<file path="src/rtl/ram_port_arbiter.sv">
// Single-port RAM arbiter: the CPU sequencer owns the RAM by default; panel (PNL)
// and data-break (BRK) masters get one-word accesses, round-robin, with the CPU parked.
module ram_port_arbiter #(
    parameter int AW = 12,
    parameter int DW = 12
) (
    input  logic          CLK,
    input  logic          RESET,
    input  logic          cpu_running,
    input  logic          cpu_boundary,
    output logic          cpu_hold,
    input  logic          cpu_oe,
    input  logic          cpu_we,
    input  logic [AW-1:0] cpu_addr,
    input  logic [DW-1:0] cpu_wdata,
    output logic [DW-1:0] cpu_rdata,
    input  logic          pnl_req,
    input  logic          pnl_we,
    input  logic [AW-1:0] pnl_addr,
    input  logic [DW-1:0] pnl_wdata,
    output logic          pnl_ack,
    output logic [DW-1:0] pnl_rdata,
    input  logic          brk_req,
    input  logic          brk_we,
    input  logic [AW-1:0] brk_addr,
    input  logic [DW-1:0] brk_wdata,
    output logic          brk_ack,
    output logic [DW-1:0] brk_rdata,
    output logic          ram_oe,
    output logic          ram_we,
    output logic [AW-1:0] ram_addr,
    output logic [DW-1:0] ram_wdata,
    input  logic [DW-1:0] ram_rdata,
    output logic          collision
);

    typedef enum logic [1:0] {ST_CPU, ST_HOLD, ST_ACC, ST_CAP} state_t;

    state_t        state;
    logic          rr_ptr;     // 0 = PNL preferred, 1 = BRK preferred
    logic          lat_sel;    // 0 = PNL, 1 = BRK
    logic          lat_we;
    logic [AW-1:0] lat_addr;
    logic [DW-1:0] lat_wdata;

    logic          pnl_pend, brk_pend, any_pend, other_pend, win_sel;
    logic          cand_sel, cand_we, take;
    logic [AW-1:0] cand_addr;
    logic [DW-1:0] cand_wdata;

    // A request still high during its own ack cycle is the old one, not a new one.
    assign pnl_pend   = pnl_req & ~pnl_ack;
    assign brk_pend   = brk_req & ~brk_ack;
    assign any_pend   = pnl_pend | brk_pend;
    assign win_sel    = (pnl_pend & brk_pend) ? rr_ptr : brk_pend;
    assign other_pend = lat_sel ? pnl_pend : brk_pend;

    assign cand_sel   = (state == ST_CAP) ? ~lat_sel : win_sel;
    assign cand_we    = cand_sel ? brk_we    : pnl_we;
    assign cand_addr  = cand_sel ? brk_addr  : pnl_addr;
    assign cand_wdata = cand_sel ? brk_wdata : pnl_wdata;

    always_comb begin
        // NOTE: every output gets a default first so no path leaves one unassigned (no latch).
        take = 1'b0;
        unique case (state)
            ST_CPU:  take = any_pend & ~cpu_running;
            ST_HOLD: take = any_pend & (cpu_boundary | ~cpu_running);
            ST_CAP:  take = other_pend;
            default: take = 1'b0;
        endcase
    end

    always_comb begin
        ram_oe    = cpu_oe;
        ram_we    = cpu_we;
        ram_addr  = cpu_addr;
        ram_wdata = cpu_wdata;
        if (state == ST_ACC) begin
            ram_oe    = ~lat_we;
            ram_we    = lat_we;
            ram_addr  = lat_addr;
            ram_wdata = lat_wdata;
        end else if (state == ST_CAP) begin
            ram_oe    = 1'b0;
            ram_we    = 1'b0;
            ram_addr  = lat_addr;
            ram_wdata = lat_wdata;
        end
    end

    assign cpu_rdata = ram_rdata;

    // NOTE: all state below uses non-blocking assignments so every register samples pre-edge values.
    always_ff @(posedge CLK or posedge RESET) begin
        if (RESET) begin
            state     <= ST_CPU;
            cpu_hold  <= 1'b0;
            pnl_ack   <= 1'b0;
            brk_ack   <= 1'b0;
            pnl_rdata <= '0;
            brk_rdata <= '0;
            collision <= 1'b0;
            rr_ptr    <= 1'b0;
            lat_sel   <= 1'b0;
            lat_we    <= 1'b0;
            lat_addr  <= '0;
            lat_wdata <= '0;
        end else begin
            pnl_ack <= 1'b0;
            brk_ack <= 1'b0;

            if ((state == ST_ACC || state == ST_CAP) && (cpu_oe || cpu_we))
                collision <= 1'b1;

            if (take) begin
                lat_sel   <= cand_sel;
                lat_we    <= cand_we;
                lat_addr  <= cand_addr;
                lat_wdata <= cand_wdata;
            end

            unique case (state)
                ST_CPU: begin
                    if (take) begin
                        state <= ST_ACC;
                    end else if (any_pend) begin
                        state    <= ST_HOLD;
                        cpu_hold <= 1'b1;
                    end
                end
                ST_HOLD: begin
                    if (!any_pend) begin
                        state    <= ST_CPU;
                        cpu_hold <= 1'b0;
                    end else if (take) begin
                        state <= ST_ACC;
                    end
                end
                ST_ACC: state <= ST_CAP;
                ST_CAP: begin
                    if (lat_sel) begin
                        brk_ack <= 1'b1;
                        if (!lat_we) brk_rdata <= ram_rdata;
                    end else begin
                        pnl_ack <= 1'b1;
                        if (!lat_we) pnl_rdata <= ram_rdata;
                    end
                    rr_ptr <= ~rr_ptr;
                    if (take) begin
                        state <= ST_ACC;
                    end else begin
                        state    <= ST_CPU;
                        cpu_hold <= 1'b0;
                    end
                end
                default: state <= ST_CPU;
            endcase
        end
    end

endmodule

</file>
<file path="config.mk">
export PLATFORM = sky130hd
export DESIGN_NAME = ram_port_arbiter
export DESIGN_NICKNAME = d
export VERILOG_FILES = /design/src/rtl/ram_port_arbiter.sv
export SDC_FILE = /design/constraint.sdc
export NUM_CORES = 1
export LEC_CHECK = 0
export ABC_AREA = 1
export BUFFER_PORTS_ARGS = -buffer_cell sky130_fd_sc_hd__buf_2
export CORE_UTILIZATION = 42
export DETAILED_ROUTE_END_ITERATION = 10
export MAX_ROUTING_LAYER = met4
export PLACE_DENSITY_LB_ADDON = 0.12
export SLEW_MARGIN = 10
export SYNTH_ARGS = -nofsm -noshare
export SYNTH_HDL_FRONTEND = slang
export SYNTH_SLANG_ARGS = --single-unit
export TNS_END_PERCENT = 10
</file>
<file path="constraint.sdc">
create_clock -name CLK -period 1.5 [get_ports CLK]
set_input_delay 0.15 -clock CLK [delete_from_list [all_inputs] [get_ports CLK]]
set_output_delay 0.15 -clock CLK [all_outputs]
set_load 0.01 [all_outputs]
</file>
# --- Yosys cells after proc, flatten, opt, wreduce, memory -nomap -nowiden ---
# Cells that the tools add are included.
totals:
  ff_bits: 57
  input_bits: 94
  out_inout_bits: 66
  wordCells: 73
classes:
  eq_ne: 9
  muxes: 30
  bitwise_logic: 13
  n_reduce_logical: 9
ops:
  columns: ["operator", "n"]
  rows:
  - ["12-bit two-way mux", 6]
  - ["1-bit two-way mux", 16]
  - ["2-bit two-way mux", 5]
  - ["2-bit != test, second input constant", 4]
  - ["2-bit case mux with 4 select lines", 1]
  - ["3-bit != test, second input constant", 2]
  - ["1-bit NOT", 6]
  - ["1-bit case mux with 3 select lines", 2]
  - ["3-bit AND reduction", 2]
  - ["1-bit AND", 5]
  - ["5-bit AND reduction", 1]
  - ["2-bit == test, second input constant", 2]
  - ["3-bit nonzero test", 1]
  - ["2-bit by 1-bit == test with 1-bit output, second input constant", 1]
  - ["2-bit logical NOT", 1]
  - ["1-bit logical OR", 2]
  - ["1-bit bitwise OR", 2]
  - ["2-bit AND reduction", 1]
  - ["1-bit logical AND", 1]

# --- Longest topological paths before layout ---
depth:
  depth_word: 8
  depth_mapped: 10
  mapped_depth_nobuf: 8

# --- Least setup slack after synthesis ---
# No wires, ideal clock.
synth_timing:
  kind: "register -> register"
  startpoint: "register state[1]"
  endpoint: "register brk_rdata[0]"
  setup_ns: 0.125
  t_arrival_ns: 1.195
  t_required_ns: 1.375
  path_slack_ns: 0.180
  stages_incl_launch_ff: 7
  path_buffers: 2
  period_less_slack_ns: 1.320
  path_cell_list: "dfrtp_1 -> buf_6 -> nand2_4 -> nor2_4 -> nand2_1 -> buf_2 -> mux2_4"
synth_between:
  elab_chain_cells: 2
synth_rtl:
  columns: ["element", "line_no", "text"]
  rows:
  - ["start: declaration", "39", "state_t state;"]
  - ["start signal: assignment", "97", "state <= ST_CPU;"]
  - ["start signal: assignment", "126", "state <= ST_ACC;"]
  - ["start signal: assignment", "128", "state <= ST_HOLD;"]
  - ["2-bit == test", "123", "unique case (state)"]
  - ["3-bit AND reduction (no line)", null, null]
  - ["end signal: assignment", "144", "if (!lat_we) brk_rdata <= ram_rdata;"]
  - ["end: declaration", "28", "output logic [DW-1:0] brk_rdata,"]
# Every way passes these cells.
# A chain may end at the register's enable or synchronous reset.

# --- Worst setup path after layout ---
layout_timing:
  startpoint: "register state[1]"
  endpoint: "output port ram_we"
layout_between:
  elab_chain_cells: 3
  elab_cells_between_ends: 4
  classes_between: "eq/ne: 2; mux: 2"
layout_rtl:
  columns: ["element", "line_no", "text"]
  rows:
  - ["2-bit == test", "84", "end else if (state == ST_CAP) begin"]
  - ["1-bit two-way mux", "84", null]
  - ["1-bit two-way mux *", "79", "if (state == ST_ACC) begin"]
  - ["end: declaration", "30", "output logic ram_we,"]
# Every way passes the cells marked *; elsewhere a longest branch is shown, timed or not.

==> flow_summary.yaml <==
sta:
  setup-tns-final_ns: 0
  post-route-period-util_pct: 98.2
  final_slew_violations: 0
  unrepaired_setup_endpoints_after_global_routing: "yes"
  total_count_of_hold_check_failures_in_the_final_report: 0
  timing.final.setup_violations: 0
  fmax_ghz: 0.679
  whs_ns: 0.0552
  post-route-min-period_ns: 1.47
  tightest_slew_ns: 0.310
  fin_worst_skew_ns: 0.00731
  slew_headroom_pct: 79.3
placement:
  gp_routability_congestion: 0.839
  dpl-instance-area_sq_mm: 0.00411
  place.port_buffers: 159
  place.detailed.hpwl_microns: 5980
power_and_ir_drop:
  post-layout-total-power_uw: 9390
  switching_share_pct: 40.8
  pwr_density_cell_mw_per_mm2: 2130
  clock_power_share_pct: 18.5
  p_switching_uw: 3840
  p_int_uw: 5560
  ir_worst_vdd_v: 0.000904
  leakage_uw: 0.00270
  power_frac_comb_pct: 52.4
  p_seq_share_pct: 29.1
clock_tree:
  clkTransAtPathRegs_ns: 0.06
  clock-sinks: 57
  cts_tree: "built"
  ctsRootBufferMaster: "sky130_fd_sc_hd__clkbuf_8"
  clock_latency_ns: 0.33
  cts_buffers: 9
  h-tree-depth: 3
  clk_path_buf_depth: 2
  post_cts.repair.setup_buffers: 0
synthesis:
  postSynth.topFlopCell: "sky130_fd_sc_hd__dfrtp_1"
  synth_enable_flop_cells: 0
  avgSynthCellArea_sq_um: 7.14
  synth.lib_cells_used.distinct: 23
  postSynthNetCount: 542
  ys_warn_count: 0
  synth.ff_latch_count: 57
  synthArstFlopShare_pct: 100
  synthesis.area_sq_mm: 0.00320
  synth_seq_area_share_pct: 44.6
  post_synth_inst_count: 448
floorplanning:
  floorplan.die.height_microns: 89.2
  fp.dieArea_sq_mm: 0.00796
  total_core_area_sq_mm: 0.00729
  ios: 160
  die_width_microns: 89.2
  floorplan.rows: 31
  initial_utilization_pct: 43.8
hold_path:
  hold_removal_path_class: "in -> reg"
  timing.hold.worst.start: "ram_rdata[11]"
  holdPathEnd: "pnl_rdata[11]"
  worst_hold_path.num_cells: 3
grt:
  antenna_violations_before_repair: 0
  total_congestion_overflow_after_global_routing: 0
  first_pass_grt_wire_length_microns: 12900
  grt_max_degree: 58
  number_of_global_route_vias_before_repair: 2846
  grt_usage_pct: 22.0
finish:
  num-nets-final: 701
  area.sequential_sq_mm: 0.00143
  multiInputGateArea_sq_mm: 0.00125
  antenna_cells_inserted: 0
  final_cell_area_sq_mm: 0.00441
  final_layout_size_suffix_gt1_share_pct: 34.8
  area.growth.synth_to_final_pct: 38.1
  layout.filler_cells: 743
drt:
  route.detailed.drc: 0
  routed_via_density: 4.42
  route.antenna.remaining_nets: 0
  drt_first_pass_iters: 4
  vias: 3144
  routed_wl_microns: 8300
  route.detailed.wl_per_inst_microns: 11.7
  detailedRoute.firstIterationViolations: 91
job:
  cap_violations: 0
setup_path:
  cells_traversed_along_the_worst_timing_path: "inv_4, buf_6, nand2_1, o21ai_1, buf_2"
  worst_reg2reg_startpoint: "state[1]"
  register_to_register_setup_slack_ns: 0.11
  reg2reg_to: "lat_addr[7]"
  critPathArrivalTime_ns: 1.32
  worstRegToRegCells: 8
  cp.required_ns: 1.35
  critical_path_peak_fanout: 7
  critical_path.slowest_cell: "sky130_fd_sc_hd__dfrtp_2"
  setup.worst_path.start_class: "register"
  criticalPathCategory: "reg -> out"
  critical_path.max_stage_delay_ns: 0.46
  timing.critical_path.to_type: "output pin"
status:
  status: "completed"
## cell usage in the layout, fill, tap and decap left out, types with 4 or more instances in the layout
cell type and n:
sky130_fd_sc_hd__nor2_1 11, sky130_fd_sc_hd__buf_4 12, sky130_fd_sc_hd__nand3_1 54, sky130_fd_sc_hd__clkbuf_8 10, sky130_fd_sc_hd__o21ai_0 11, sky130_fd_sc_hd__inv_1 69
sky130_fd_sc_hd__nand2_1 178, sky130_fd_sc_hd__buf_12 7, sky130_fd_sc_hd__buf_2 159, sky130_fd_sc_hd__a21oi_1 11, sky130_fd_sc_hd__o21ai_1 5, sky130_fd_sc_hd__dfrtp_1 56
sky130_fd_sc_hd__nand2_4 4
## cell families (layout without fill, tap and decap cells)
group | Yosys count | count (layout) | share of synthesized area [%]
AO/OA/AOI/OAI | 28 | 28 | 4.46
XOR/XNOR | 1 | 1 | 0.274
buffers and inverters | 107 | 271 | 16.2
flip-flops | 57 | 57 | 44.6
multiplexers | 3 | 3 | 1.29
AND/OR/NAND/NOR | 252 | 252 | 33.2
## synth_stat cells, types with 3 or more instances
cell | count | area, sq um
sky130_fd_sc_hd__clkbuf_1 | 5 | 18.8
sky130_fd_sc_hd__buf_4 | 13 | 97.6
sky130_fd_sc_hd__inv_1 | 70 | 263
sky130_fd_sc_hd__nand2_4 | 4 | 45.0
sky130_fd_sc_hd__buf_2 | 9 | 45.0
sky130_fd_sc_hd__nand3_1 | 54 | 270
sky130_fd_sc_hd__a21oi_1 | 11 | 55.1
sky130_fd_sc_hd__nand2_1 | 178 | 668
sky130_fd_sc_hd__o21ai_0 | 13 | 65.1
sky130_fd_sc_hd__dfrtp_1 | 57 | 1430
sky130_fd_sc_hd__o21ai_1 | 3 | 15.0
sky130_fd_sc_hd__nor2_1 | 11 | 41.3
sky130_fd_sc_hd__buf_6 | 7 | 78.8
## worst max-delay path by stage
stage / from / end / slack [ns] / cells after the start
after floorplan: state[1] / brk_rdata[0] / 0.18 / 6
after global routing: state[1] / ram_wdata[0] / -0.04 / 5
after global placement: brk_ack / lat_addr[7] / 0.19 / 8
final: state[1] / ram_we / 0.03 / 5
after detailed placement: lat_sel / brk_rdata[3] / 0.17 / 5
after CTS: state[1] / ram_we / 0.01 / 5
## cell type report
class | instances | area share [%]
Clock inverter | 6 | 2.38
Clock buffer | 10 | 3.12
Sequential cell | 57 | 32.3
Multi-Input combinational cell | 284 | 28.4
Inverter | 73 | 6.41
Tap cell | 99 | 2.81
Timing Repair Buffer | 182 | 24.5
## registers in the layout, summed over array words and instances, names as in the netlist
signal and count:
lat_wdata 12, lat_we 1, pnl_ack 1, lat_sel 1, pnl_rdata 12, cpu_hold 1
lat_addr 12, brk_rdata 12, state 2, brk_ack 1, rr_ptr 1, collision 1
## through the flow
| stage | std cells | setup slack [ns] | utilization, % |
|---|---|---|---|
| 5_1_grt | 711 | -0.0422 | 60.5 |
| 3_5_place_dp | 693 | 0.165 | 56.4 |
| 3_3_place_gp | 693 | 0.191 | 56.4 |
| 6_report | 711 | 0.0274 | 60.5 |
| 4_1_cts | 710 | 0.0135 | 60.0 |
| 2_1_floorplan | 448 | 0.180 | - |
## what timing repair did
item	CTS	global route
endpoints found under the hold margin	57	0
cloned	0	1
hold buffers	1	0
setup endpoints to repair	24	25
resized for setup	4	5
## critical path, delay by kind of cell (launching register included)
family                 cells  cell delay (ns)
buffers and inverters      3             0.41
AOI/OAI and AO/OA          1             0.07
and+or+nand+nor            1             0.05
DFF                        1             0.46
## power groups by stage
stage	Clock, uW	Sequential (uW)	Combinational [uW]
after CTS	1790	2730	4860
after floorplan	0	2830	2960
after global routing	1850	2840	5580
after global placement	0	2730	4710
after detailed placement	0	2730	4820
final	1740	2730	4930
## metal layers
metal | GRT usage [%] | routed length (microns) | vias to the layer above
met1 | 27.5 | 3800 | 1387
met3 | 4.80 | 434 | 7
met5 | - | 0 | -
li1 | - | - | 1652
met4 | 6.06 | 76 | 0
met2 | 36.2 | 3990 | 98
Note: power is estimated with default switching activity, not from simulation.
